<file path="config.mk">
export PLATFORM = sky130hd
export DESIGN_NAME = counter_4bit
export DESIGN_NICKNAME = d
export VERILOG_FILES = /design/src/rtl/counter_4bit.sv
export SDC_FILE = /design/constraint.sdc
export NUM_CORES = 1
export LEC_CHECK = 0
export CORE_AREA = 5 5 42 44
export CTS_CLUSTER_DIAMETER = 40
export CTS_CLUSTER_SIZE = 10
export DETAILED_ROUTE_END_ITERATION = 10
export DIE_AREA = 0 0 47 49
export MAX_ROUTING_LAYER = met4
export SLEW_MARGIN = 0
export SYNTH_ARGS = -nofsm -noshare
export SYNTH_HDL_FRONTEND = slang
export SYNTH_SLANG_ARGS = --single-unit
</file>
<file path="constraint.sdc">
create_clock -name clk -period 1.3 [get_ports clk]
set_input_delay 0.26 -clock clk [delete_from_list [all_inputs] [get_ports clk]]
set_output_delay 0.26 -clock clk [all_outputs]
set_load 0.1 [all_outputs]
</file>
<file path="src/rtl/counter_4bit.sv">
// counter_4bit
//   Loadable up/down binary counter with synchronous clear, a
//   combinational terminal-count flag and a registered wrap pulse.
//   The count range is 0..MAX_VAL and all arithmetic is modulo MAX_VAL+1.
//
// Ports
//   clk      in   1      rising-edge clock
//   rst      in   1      synchronous active-high reset (out=0, wrap=0)
//   en       in   1      count enable
//   up_dn    in   1      1 = count up, 0 = count down
//   load     in   1      synchronous load strobe
//   load_val in   WIDTH  load value, saturated to MAX_VAL
//   clr      in   1      synchronous functional clear
//   out      out  WIDTH  registered count
//   tc       out  1      terminal count for the current direction
//   wrap     out  1      one-cycle pulse after the count wrapped
//
// Per-edge priority: rst > clr > load > en > hold.
module counter_4bit #(
  parameter int unsigned          WIDTH   = 4,
  parameter logic [WIDTH-1:0]     MAX_VAL = {WIDTH{1'b1}}
) (
  input  logic             clk,
  input  logic             rst,
  input  logic             en,
  input  logic             up_dn,
  input  logic             load,
  input  logic [WIDTH-1:0] load_val,
  input  logic             clr,
  output logic [WIDTH-1:0] out,
  output logic             tc,
  output logic             wrap
);

  logic [WIDTH-1:0] r_out;
  logic             r_wrap;

  logic             w_at_max;
  logic             w_at_zero;
  logic [WIDTH-1:0] w_load_sat;
  logic [WIDTH-1:0] w_inc;
  logic [WIDTH-1:0] w_dec;

  assign w_at_max   = (r_out == MAX_VAL);
  assign w_at_zero  = (r_out == '0);

  // Loads above the terminal value clamp so out never leaves 0..MAX_VAL.
  assign w_load_sat = (load_val > MAX_VAL) ? MAX_VAL : load_val;

  // Wrap points are explicit rather than relying on 2^WIDTH overflow,
  // which keeps non-power-of-two MAX_VAL builds correct.
  assign w_inc      = w_at_max  ? '0      : r_out + WIDTH'(1);
  assign w_dec      = w_at_zero ? MAX_VAL : r_out - WIDTH'(1);

  always_ff @(posedge clk) begin
    if (rst) begin
      r_out  <= '0;
      r_wrap <= 1'b0;
    end else if (clr) begin
      r_out  <= '0;
      r_wrap <= 1'b0;
    end else if (load) begin
      r_out  <= w_load_sat;
      r_wrap <= 1'b0;
    end else if (en) begin
      if (up_dn) begin
        r_out  <= w_inc;
        r_wrap <= w_at_max;
      end else begin
        r_out  <= w_dec;
        r_wrap <= w_at_zero;
      end
    end else begin
      r_wrap <= 1'b0;
    end
  end

  assign out  = r_out;
  assign wrap = r_wrap;
  // tc follows the live direction input, so it flips as soon as up_dn does.
  assign tc   = up_dn ? w_at_max : w_at_zero;

endmodule

</file>
==> flow_summary.toml <==
[status]
status = "finished, violations left"
violations = "setup timing"

[clocking]
path_clk_slew_ns = 0.05
cts.sinks = 5
clk_latency_ns = 0.25
cts.htree.levels = 1
cts_buffer_depth = 2
clock-root-buffer = "clkbuf_4"
postCtsHoldBufs = 0
tritoncts = "built"
cts_buffers = 3

[floorplan]
boundaryPins = 16
core_area_um2 = 1400
die-area_um2 = 2300
start_util = 0.247
rows = 14
fp.dieW_um = 47
die_h_um = 49

[timing]
tightest_slew_ns = 0.379
post-route-worst-setup-slack_ns = -0.286
fin_crit_sh = 1.22
drv_slew = 0
fin_skew_ns = 0.00474
hold_viol = 0
finalSetupViolations = 3
slew_headroom = 0.744
fin_crit_ns = 1.59
rsz0062_at_grt = "yes"
fin_tns_setup_ns = -0.510
fmax_mhz = 630

[finish]
layout_commonest_cell = "buf_4"
final_cell_mix = "13 x buf_4, 8 x clkdlybuf4s50_1, 6 x buf_12"
final_nets = 90
finalCoreUtilization = 0.564
stdcell_count = 93
layout-drive-gt1-share = 0.506
n_antenna_cell = 0
area_growth_pct = 128

[power]
peakVddDrop_mv = 0.500
internal_power_uw = 403
p_sw_uw = 225
p_comb_frac = 0.411
pwr-share-seq = 0.271
pwr-share-clk = 0.317
power_leakage_uw = 0.000356
total_power_uw = 627
powerDensity_nw_per_um2 = 793
p_sw_frac = 0.358

[detailed_routing]
wl_per_cell_um = 12.6
vias = 436
detail_route.wirelength_mm = 1.17
routed_via_density = 4.69
ant_nets = 0
drc = 0
dr.pass1.iters = 1
drtIter0Drc = 0

[hold_path]
worstHoldPathCells = 2
min_path_type = "input pin to flip-flop"
hold_start = "clr"
whs_endpoint = "out[0]$_SDFFE_PP0P_"

[worst_setup_path]
crit-reg2reg-launch = "out[0]$_SDFFE_PP0P_"
critPathMaxFanout = 3
critPathTopFamily = "flip-flops"
slowest_stage = "dfxtp_4"
cp.required_ns = 1.04
critical_path_arrival_ns = 1.33
r2r_cells = 5
critPathMaxStageDelay_ns = 0.35
cp.buffers_inverters = 2
crit_chain = "inv_2, ha_4, nand2b_4, o31ai_4, buf_12"
crit_type = "flip-flop to primary output"
worst_setup_path_start_kind = "flip-flop"
r2r_end = "out[3]$_SDFFE_PP0P_"
end_kind = "primary output"
r2r_slack_ns = -0.14

[logic_synthesis]
synth-simple-area-share = 0.264
post_synth_fa_ha_maj_area_fraction = 0.0722
yosysSeqAreaShare = 0.289
ys_warn_count = 0
syn_inst = 42
synthMuxAreaShare = 0.0289
synth_xor_area_frac = 0.0758
syn_area_um2 = 347
syn_avg_cell_area_um2 = 8.25
synth.distinct_cells = 25
synth_flop_cell = "dfxtp_1"
synth_edf_count = 0
synth_top_family_by_area = "simple AND/OR/NAND/NOR gates"
syn-num-nets = 54
synth-compound-area-share = 0.238
ys_ff_latch = 5
async_reset_ff_frac = 0

[global_route]
grt_pass1_vias = 431
gr-total-overflow = 0
track_usage = 0.120
grt_antenna_before_repair = 0
grt_pass1_wl_mm = 1.87
grt_start_max_net_pins = 9

[place]
gp_congestion = 0.779
pre_cts_ws_ns = -0.327
port_buffers = 15
numPlacedInstances = 84

[run]
drv_cap = 0
power by group through the flow:
stage | clock network [uW] | logic [uW] | registers (uW)
after floorplan | 0 | 79.6 | 219
after global placement | 0 | 239 | 173
after detailed placement | 0 | 241 | 173
after CTS | 205 | 245 | 171
after global routing | 217 | 271 | 172
final | 199 | 258 | 170
metal layers:
layer  global-route usage  share of wire
met5                    -              0
met1                0.120           0.39
met3               0.0332          0.044
met4               0.0829          0.032
met2                0.190           0.54
synthesized netlist by cell type (all sizes together) (2+ instances only):
library cell / number / area share
dfxtp: 5 / 0.29
a21oi: 4 / 0.058
inv: 3 / 0.032
nor2: 3 / 0.032
o21ai: 3 / 0.043
ha: 2 / 0.072
nand2: 2 / 0.022
nand2b: 2 / 0.036
or2b: 2 / 0.047
xnor2: 2 / 0.051
cell families after synthesis:
kind of cell    Yosys count
buf+inv                   3
simple gates             15
compound gates           13
xor+xnor                  3
mux                       1
fa+ha+maj                 2
flops                     5
final cells by class:
type | instances | area, um2
Clock buffer | 4 | 26.3
Tap cell | 16 | 20.0
Fill cell | 136 | 611
Multi-Input combinational cell | 34 | 275
Inverter | 3 | 13.8
Timing Repair Buffer | 31 | 340
Sequential cell | 5 | 115
metrics by stage:
stage,hold slack (ns),area [um2]
floorplan,0.327,395
global placement,0.698,708
detailed placement,0.698,708
CTS,0.574,744
global route,0.571,791
finish,0.574,791
worst max-delay path by stage:
stage                             start         endpoint  slack, ns  depth (start not counted)
finish              out[0]$_SDFFE_PP0P_               tc      -0.29                          5
global placement                  up_dn               tc      -0.30                          5
detailed placement                up_dn               tc      -0.33                          5
global route        out[0]$_SDFFE_PP0P_               tc      -0.33                          5
floorplan           out[1]$_SDFFE_PP0P_  wrap$_SDFF_PP0_      -0.64                          5
CTS                 out[0]$_SDFFE_PP0P_               tc      -0.29                          5
state kept, by name, indices dropped and copies added (netlist names):
signal	count
out	4
wrap	1
what timing repair did:
action | CTS | global route
gates resized for setup | 2 | 6
endpoints found under the hold margin | 0 | 0
buffers inserted | 1 | 5
endpoints found under the setup margin | 3 | 3
pin swaps | 2 | 3
(Power assumes the default switching activity.)
